==> src/rtl/GamePkg.sv <==
// Shared game-wide types: tile encoding and the spawn/hold controller state enum.
package GamePkg;

  typedef enum logic [2:0] {
    BLANK  = 3'd0,
    TILE_I = 3'd1,
    TILE_O = 3'd2,
    TILE_T = 3'd3,
    TILE_S = 3'd4,
    TILE_Z = 3'd5,
    TILE_J = 3'd6,
    TILE_L = 3'd7
  } tile_type_t;

  typedef enum logic [2:0] {
    IDLE      = 3'd0,
    FILL      = 3'd1,
    OFFER     = 3'd2,
    ACTIVE    = 3'd3,
    GAME_OVER = 3'd4
  } spawn_state_t;

endpackage

==> src/rtl/spawn_hold_ctrl_pkg.sv <==
// Local definitions for the spawn/hold controller.
package spawn_hold_ctrl_pkg;

  // Where the currently offered piece came from; only queue pieces dequeue.
  typedef enum logic {
    SRC_QUEUE = 1'b0,
    SRC_HOLD  = 1'b1
  } spawn_src_t;

endpackage

==> src/rtl/spawn_hold_ctrl_if.sv <==
// Spawn offer handshake between the controller (master) and falling-piece logic (slave).
interface spawn_hold_ctrl_if;

  logic                spawn_valid;
  logic                spawn_ready;
  GamePkg::tile_type_t spawn_type;

  modport master (output spawn_valid, output spawn_type, input spawn_ready);
  modport slave  (input spawn_valid, input spawn_type, output spawn_ready);

endinterface

==> src/rtl/spawn_hold_ctrl.sv <==
// Sequences piece spawns from the next-pieces queue and the hold slot,
// offering each piece over a valid/ready handshake.
module spawn_hold_ctrl
  import GamePkg::*;
  import spawn_hold_ctrl_pkg::*;
#(
  parameter int FILL_TIMEOUT = 64,
  parameter int CNT_W        = 16
) (
  input  logic                clk,
  input  logic                rst_l,
  input  logic                game_start,
  input  logic                game_over,
  input  tile_type_t          queue_front,
  input  logic                spawn_req,
  input  logic                hold_req,
  output logic                pieces_remove,
  spawn_hold_ctrl_if.master   sp,
  output tile_type_t          hold_type,
  output logic                hold_used,
  output logic                fill_error,
  output logic [CNT_W-1:0]    pieces_spawned
);

  localparam int TO_W = $clog2(FILL_TIMEOUT + 1);
  localparam logic [TO_W-1:0] TO_MAX = TO_W'(FILL_TIMEOUT);

  spawn_state_t    state;
  spawn_src_t      src;
  tile_type_t      active_type;
  logic [TO_W-1:0] to_cnt;
  logic            handshake;

  function automatic logic [CNT_W-1:0] sat_inc(input logic [CNT_W-1:0] v);
    return (&v) ? v : v + 1'b1;
  endfunction

  // A top-out in the same cycle abandons the offer, so no dequeue happens.
  assign handshake     = (state == OFFER) && sp.spawn_valid && sp.spawn_ready && !game_over;
  assign pieces_remove = handshake && (src == SRC_QUEUE);

  always_ff @(posedge clk or negedge rst_l) begin
    if (!rst_l) begin
      state          <= IDLE;
      src            <= SRC_QUEUE;
      sp.spawn_valid <= 1'b0;
      sp.spawn_type  <= BLANK;
      active_type    <= BLANK;
      hold_type      <= BLANK;
      hold_used      <= 1'b0;
      fill_error     <= 1'b0;
      pieces_spawned <= '0;
      to_cnt         <= '0;
    end else if (state == IDLE || state == GAME_OVER) begin
      if (game_start) begin
        state          <= FILL;
        hold_type      <= BLANK;
        hold_used      <= 1'b0;
        fill_error     <= 1'b0;
        pieces_spawned <= '0;
        to_cnt         <= '0;
      end
    end else if (game_over) begin
      state          <= GAME_OVER;
      sp.spawn_valid <= 1'b0;
      to_cnt         <= '0;
    end else begin
      case (state)
        FILL: begin
          if (queue_front != BLANK) begin
            src            <= SRC_QUEUE;
            sp.spawn_type  <= queue_front;
            sp.spawn_valid <= 1'b1;
            state          <= OFFER;
            to_cnt         <= '0;
          end else begin
            // Counter saturates; the error flag stays sticky while we keep waiting.
            if (to_cnt != TO_MAX) to_cnt <= to_cnt + 1'b1;
            if (to_cnt >= TO_MAX - 1'b1) fill_error <= 1'b1;
          end
        end
        OFFER: begin
          if (sp.spawn_ready) begin
            state          <= ACTIVE;
            active_type    <= sp.spawn_type;
            sp.spawn_valid <= 1'b0;
            pieces_spawned <= sat_inc(pieces_spawned);
          end
        end
        ACTIVE: begin
          if (spawn_req) begin
            hold_used <= 1'b0;
            to_cnt    <= '0;
            state     <= FILL;
          end else if (hold_req && !hold_used) begin
            hold_used <= 1'b1;
            hold_type <= active_type;
            if (hold_type == BLANK) begin
              to_cnt <= '0;
              state  <= FILL;
            end else begin
              sp.spawn_type  <= hold_type;
              sp.spawn_valid <= 1'b1;
              src            <= SRC_HOLD;
              state          <= OFFER;
            end
          end
        end
        default: state <= IDLE;
      endcase
    end
  end

endmodule

==> src/flat_wrapper.sv <==
// flat-port wrapper written by rule: the top's interface ports become plain ports
module spawn_hold_ctrl_flat import GamePkg::*; import spawn_hold_ctrl_pkg::*;
#(
  parameter int FILL_TIMEOUT = 64,
  parameter int CNT_W        = 16
)
  (clk, rst_l, game_start, game_over, queue_front, spawn_req, hold_req, pieces_remove, hold_type, hold_used, fill_error, pieces_spawned, sp_spawn_valid, sp_spawn_type, sp_spawn_ready);
  spawn_hold_ctrl_if sp_i ();
  input  logic clk;
  input  logic rst_l;
  input  logic game_start;
  input  logic game_over;
  input  tile_type_t queue_front;
  input  logic spawn_req;
  input  logic hold_req;
  output logic pieces_remove;
  output tile_type_t hold_type;
  output logic hold_used;
  output logic fill_error;
  output logic [CNT_W-1:0] pieces_spawned;
  output wire logic [$bits(sp_i.spawn_valid)-1:0] sp_spawn_valid;
  output wire logic [$bits(sp_i.spawn_type)-1:0] sp_spawn_type;
  input wire logic [$bits(sp_i.spawn_ready)-1:0] sp_spawn_ready;
  assign sp_spawn_valid = sp_i.spawn_valid;
  assign sp_spawn_type = sp_i.spawn_type;
  assign sp_i.spawn_ready = sp_spawn_ready;
  spawn_hold_ctrl #(.FILL_TIMEOUT(FILL_TIMEOUT), .CNT_W(CNT_W)) u_core (.clk(clk), .rst_l(rst_l), .game_start(game_start), .game_over(game_over), .queue_front(queue_front), .spawn_req(spawn_req), .hold_req(hold_req), .pieces_remove(pieces_remove), .sp(sp_i), .hold_type(hold_type), .hold_used(hold_used), .fill_error(fill_error), .pieces_spawned(pieces_spawned));
endmodule
==> config.mk <==
export PLATFORM = sky130hd
export DESIGN_NAME = spawn_hold_ctrl_flat
export DESIGN_NICKNAME = d
export VERILOG_FILES = /design/src/rtl/GamePkg.sv /design/src/rtl/spawn_hold_ctrl_pkg.sv /design/src/rtl/spawn_hold_ctrl_if.sv /design/src/rtl/spawn_hold_ctrl.sv /design/src/flat_wrapper.sv
export SDC_FILE = /design/constraint.sdc
export NUM_CORES = 1
export LEC_CHECK = 0
export ABC_CLOCK_PERIOD_IN_PS = 1800
export CORE_MARGIN = 10
export CORE_UTILIZATION = 48
export DETAILED_ROUTE_END_ITERATION = 10
export PLACE_DENSITY = 0.76
export SLEW_MARGIN = 20
export SYNTH_ARGS = -nofsm -noshare
export SYNTH_HDL_FRONTEND = slang
export SYNTH_SLANG_ARGS = --single-unit
export TNS_END_PERCENT = 5
==> constraint.sdc <==
create_clock -name clk -period 1.8 [get_ports clk]
set_clock_uncertainty 0.05 [all_clocks]
set_input_delay 0.18 -clock clk [delete_from_list [all_inputs] [get_ports clk]]
set_output_delay 0.18 -clock clk [all_outputs]
set_load 0.01 [all_outputs]
==> out/summary.txt, run 1 <==
Prevailing post-synth register cell: dfrtp_1
Max Cap Viol: 0
Layout Cells excl Fill: 388
Pwr Density: 1040 nW/um^2
Area grow syn2layout: 47.0%
Tightest Pin Transition: 0.364 ns
Final instance area: 3260 sq um
Routability Congestion: 0.913
Highest Signal Layer: met4
Starting density of the core: 0.503
Crit Path Max Fanout: 6
HPWL after detailed placement: 4680 microns
Mapped Nets: 264
Synth top cells by count: 39 x dfrtp_1, 29 x nand2_1, 26 x o21ai_0
GRT Total Usage: 0.170
RSZ-0062 raised after global routing: true
Antenna Cells: 0
CP endpoint kind: register
CTS Sinks: 39
WL/cell: 17.3 microns
Drt total wl: 6700 microns
Largest net degree at the start of global routing: 40
RR Startpoint: u_core.state[0]
Antenna Nets Post-Route: 0
Hold Vio Cnt, Final: 0
First drt pass iteration count: 4
CP arrival: 2.08 ns
Worst Hold Class: input port to async pin
Kind of critical path: register to register
Met3 WL: 496 microns
Max-slew violations: 0
Setup crit start: u_core.state[0]
Finish-stage setup viols: 4
Initial DRC count: 196
Part of the Yosys area used for sequential elements: 0.439
Placed Instance Area: 3000 sq um
Syn_area_per_cell: 8.85 sq um
Post-synth EDFFs: 0
CTS Root Cell: clkbuf_8
Residual DRC: 0
Core box area: 4410 sq um
Top-count cell post-synth: dfrtp_1
Syn Inst Count: 251
Skew-Pair Late Insertion Delay: 0.30 ns
P_leak: 1.41 nW
Status: complete, but fails checks
Vias in the first global route: 2139
#FFs+latches synth: 39
Failing checks: negative setup slack
Die H: 88.0 microns
Startpoint types: register
Final min period: 1.90 ns
Distinct cells, synth: 48
Cell Area, Synth: 2220 sq um
Die ar.: 7750 sq um
CTS H-tree depth: 2
CP peak stage delay: 0.49 ns
Port Buf Inserts: 35
Pre-CTS setup slack: -0.431 ns
Top cells by area, synth: dfrtp_1 44%, o21ai_0 5.9%, nand2_1 4.9%
Filler cells: 303
Clock Pin Slew Worst Setup and Hold Paths: 0.09 ns
Crit share post-route: 1.06
Yosys top cell by area: dfrtp_1
Max VDD drop: 678 uV
Layout cells sized above 1: 0.310
CTS tree: built
Routed wl met2: 3190 microns
Final #Nets: 348
F_max: 0.526 GHz
Metal1 wirelength: 2870 microns
Grt total ovfl: 0
Storage element area: 980 sq um
Initial antenna violation count: 0
IO Pins: 36
First-pass GRT wire length: 10500 microns
Reg2reg path depth: 5
Inserted Clock Buffers: 5
Top-area cell type share of the netlist area: 0.439
Via count: 2304
Drt via density: 5.94
Critical Path, Cell by Cell: buf_4 > and3b_1 > or4_4 > or3_4 > o21ai_2
Maximum buffer depth of the clock tree: 2
Placed cell count: 376
Site row count: 24
CP required: 1.98 ns
Reg2reg end: u_core.to_cnt[6]
CP max-delay cell: or4_4
Multi-input logic area: 1320 sq um
Reg2reg setup slack: -0.10 ns
Yosys warning count: 0
Die X: 88.0 microns
Async set or reset register ratio after synthesis: 1.00
Worst slew margin: 0.755
Final worst slack: -0.100 ns
-- final cells by class --
class,count,area share
clock buffers,6,0.0222
clock inverters,2,0.00383
inverters,6,0.00690
multi-input cells,192,0.405
flip-flops and latches,39,0.300
well taps,52,0.0199
repair buffers,91,0.242
-- worst max path at each step --
stage,endpoint,slack (ns),cells after the start
floorplan,u_core.pieces_spawned[6],-0.03,7
global placement,pieces_remove,-0.41,5
detailed placement,u_core.to_cnt[6],-0.43,5
CTS,u_core.to_cnt[6],-0.07,5
global route,u_core.to_cnt[6],-0.14,5
finish,u_core.to_cnt[6],-0.10,5
-- cell usage in the layout (no fill, tap or decap), types with 6 or more instances in the layout --
master	n
clkdlybuf4s50_1	33
o31ai_1	9
a21oi_1	11
o21ai_1	14
buf_4	50
nand2_1	29
inv_1	6
nor2_1	15
nor3_1	6
dfrtp_1	36
o21ai_0	14
nand3_1	12
-- where the power goes --
part           total, W  leakage [nW]  internal [W]  switching (W)
combinational   0.00164         0.844      0.000807       0.000830
clock          0.000598        0.0412      0.000271       0.000327
sequential      0.00115         0.522       0.00102       0.000125
-- worst max-delay path, delay by kind of cell, from the launching register on --
family	cells	cell delay (ns)
flops	1	0.47
buf+inv	1	0.16
simple gates	3	1.04
compound gates	1	0.11
-- sequential cells by signal, summed over array words and instances, names as in the netlist --
name	cells
u_core.state	3
u_core.src	1
u_core.to_cnt	7
u_core.hold_used	1
u_core.sp.spawn_valid	1
u_core.fill_error	1
u_core.pieces_spawned	16
u_core.hold_type	3
u_core.sp.spawn_type	3
u_core.active_type	3
-- per-layer routing --
layer  global-route usage  vias up
met5                    0        -
met4               0.0585        0
met3               0.0501       16
met2                0.250       95
met1                0.231     1109
li1                     -     1084
-- metrics by stage --
step	TNS (ns)	util	power, W	hold slack (ns)
3_5_place_dp	-6.09	0.679	0.00257	0.116
6_report	-0.167	0.740	0.00338	0.340
5_1_grt	-0.797	0.740	0.00361	0.356
3_3_place_gp	-5.49	0.679	0.00255	0.112
4_1_cts	-0.141	0.722	0.00331	0.356
2_1_floorplan	-0.263	-	0.00193	-0.166
-- logic make-up (layout without fill, tap and decap cells) --
| family | after synthesis | after routing | synth area share |
|---|---|---|---|
| buffers and inverters | 20 | 105 | 0.0411 |
| AOI/OAI and AO/OA | 75 | 75 | 0.208 |
| adders and majority gates | 3 | 3 | 0.0169 |
| and+or+nand+nor | 105 | 105 | 0.251 |
| muxes | 9 | 9 | 0.0434 |
| DFF | 39 | 39 | 0.439 |
-- repair_timing --
action	in CTS	in global routing
setup buffers	3	0
hold buffers	1	0
setup endpoints to repair	24	26
pin swaps	4	8
endpoints found under the hold margin	39	0
resized for setup	24	26
No activity file was read; power rests on OpenSTA's default activity.
==> run 2: changes to the inputs <==
Settings changed: PLACE_DENSITY 0.76 to 0.72.
==> out/summary.txt, run 2 (synthesis gave the netlist of run 1 again) <==
Pwr Density: 1050 nW/um^2 (+1.5%)
Final worst slack: -0.0436 ns (+0.0565 ns)
Starting density of the core: 0.503 (unchanged)
HPWL after detailed placement: 4580 microns (-2.2%)
Hold WS: 0.299 ns (-0.0419 ns)
Max Cap Viol: 0 (unchanged)
Final Util: 0.733 (-0.00680)
Crit share post-route: 1.02 (-0.0314)
Die X: 88.0 microns (unchanged)
Max-slew violations: 0 (unchanged)
Final min period: 1.84 ns (-0.0565 ns)
Drt via density: 5.67 (-4.6%)
RSZ-0062 raised after global routing: true
Setup crit start: u_core.state[0]
RR Startpoint: u_core.state[0]
Max reg flops: 16 (unchanged)
Worst Hold Class: input port to async pin
Die H: 88.0 microns (unchanged)
Seq pwr share: 0.334 (-0.005)
Filler cells: 346 (+14%)
Skew-Pair Late Insertion Delay: 0.29 ns (about the same)
Kind of critical path: register to register
NetSw: 0.00121 W (-5.4%)
Via count: 2210 (-4.1%)
CTS Root Cell: clkbuf_8
Setup TNS: -0.117 ns (+0.0504 ns)
Most common cell after layout, fill and taps aside: buf_4
Total Power: 0.00340 W (+0.58%)
P_leak: 1.42 nW (+0.61%)
CTS Sinks: 39 (unchanged)
Hold Vio Cnt, Final: 0 (unchanged)
Initial antenna violation count: 0 (unchanged)
Residual DRC: 0 (unchanged)
Status: complete, but fails checks
CTS H-tree depth: 2 (unchanged)
Clock power share: 0.193 (+0.016)
F_max: 0.542 GHz (+3.1%)
WL/cell: 16.0 microns (-7.6%)
Inserted Clock Buffers: 5 (unchanged)
GRT Total Usage: 0.164 (-0.00586)
Final #Nets: 350 (+0.57%)
CP arrival: 2.02 ns (-0.06 ns)
Biggest regs: u_core.pieces_spawned x16, u_core.to_cnt x7
Largest Register: u_core.pieces_spawned
Antenna Nets Post-Route: 0 (unchanged)
CP required: 1.98 ns (about the same)
Failing checks: negative setup slack
Internal: 0.00219 W (+4.2%)
Largest net degree at the start of global routing: 24 (-40%)
Most frequent cells in the layout: 52 x buf_4, 37 x dfrtp_1, 33 x clkdlybuf4s50_1
First-pass GRT wire length: 10300 microns (-2.2%)
Finish-stage setup viols: 7 (+3)
Max VDD drop: 811 uV (+20%)
Drt total wl: 6220 microns (-7.1%)
Switching share of power: 0.357 (-0.0224)
Grt total ovfl: 0 (unchanged)
Initial DRC count: 188 (-4.1%)
First drt pass iteration count: 4 (unchanged)
Antenna Cells: 0 (unchanged)
Area grow syn2layout: 45.6%
Clock Pin Slew Worst Setup and Hold Paths: 0.08 ns (about the same)
Core box area: 4410 sq um (unchanged)
Crit Path Max Fanout: 8 (+2)
IO Pins: 36 (unchanged)
Worst slew margin: 0.721 (-0.0336)
Gate power share: 0.472 (-0.012)
CP endpoint kind: register
Layout cells sized above 1: 0.296 (-0.0137)
Tightest Pin Transition: 0.418 ns (+0.0543 ns)
Routability Congestion: 0.903 (-1.0%)
Reg2reg setup slack: -0.04 ns (+0.06 ns)
Vias in the first global route: 2116 (-1.1%)
Port Buf Inserts: 35 (unchanged)
CTS tree: built
Maximum buffer depth of the clock tree: 2 (unchanged)
Startpoint types: register
Site row count: 24 (unchanged)
Die ar.: 7750 sq um (unchanged)
[run 2: changes by cell type in the layout (fill, tap and decap cells not counted), sizes merged]
| cell | change |
|---|---|
| buf | +2 |
| clkinv | -1 |
| clkinvlp | -1 |
| clkbuf | +2 |
[run 2: final cells by class]
type / count / area, sq um / share of cell area
multi-input cells: 192 / 1260 / 0.390
flip-flops and latches: 39 / 978 / 0.303
repair buffers: 93 / 806 / 0.249
clock buffers: 8 / 100 / 0.0309
well taps: 52 / 65.1 / 0.0201
inverters: 6 / 22.5 / 0.00696
[run 2: worst paths after layout]
path / endpoint / cells past startpoint
max: u_core.to_cnt[6] / 5
min: u_core.pieces_spawned[13] / 2
max reg2reg: u_core.to_cnt[6] / 5
min reg2reg: u_core.fill_error / 1
max in group asynchronous: u_core.hold_type[2] / 3
min in group clk: u_core.fill_error / 1
[run 2: layer usage]
layer | vias up | track usage | wire (microns)
met2 | 56 | 0.259 | 2990
met3 | 6 | 0.0529 | 420
met4 | 0 | 0.0371 | 44
li1 | 1091 | - | -
met1 | 1057 | 0.212 | 2770
met5 | - | 0 | 0
[run 2: worst max-delay path, cell delays in order (launching register included)]
cell and delay [ns]:
dfrtp_2 0.46, buf_4 0.15, and3b_1 0.20, or4_4 0.46, or3_4 0.34, o21ai_2 0.10
[run 2: per-stage QoR]
stage | setup slack [ns] | cells | cell area [sq um]
global route | -0.113 | 390 | 3230
global placement | -0.343 | 379 | 3020
CTS | -0.0101 | 389 | 3180
finish | -0.0436 | 390 | 3230
detailed placement | -0.325 | 379 | 3020
floorplan | -0.0281 | 251 | 2270
[run 2: timing repair]
action / 4_1_cts / 5_1_grt
gates resized for setup: 19 / 19
gates cloned: 0 / 0
hold endpoints to repair: 16 / 0
buffers inserted: 1 / 1
endpoints found under the setup margin: 22 / 31
hold buffers: 1 / 0
pin swaps: 0 / 9
[run 2: power groups by stage]
| stage | combinational (W) | clock, W | sequential [W] |
|---|---|---|---|
| 2_1_floorplan | 0.000748 | 0 | 0.00118 |
| 3_3_place_gp | 0.00145 | 0 | 0.00115 |
| 3_5_place_dp | 0.00147 | 0 | 0.00115 |
| 4_1_cts | 0.00155 | 0.000676 | 0.00113 |
| 5_1_grt | 0.00177 | 0.000700 | 0.00116 |
| 6_report | 0.00161 | 0.000658 | 0.00114 |
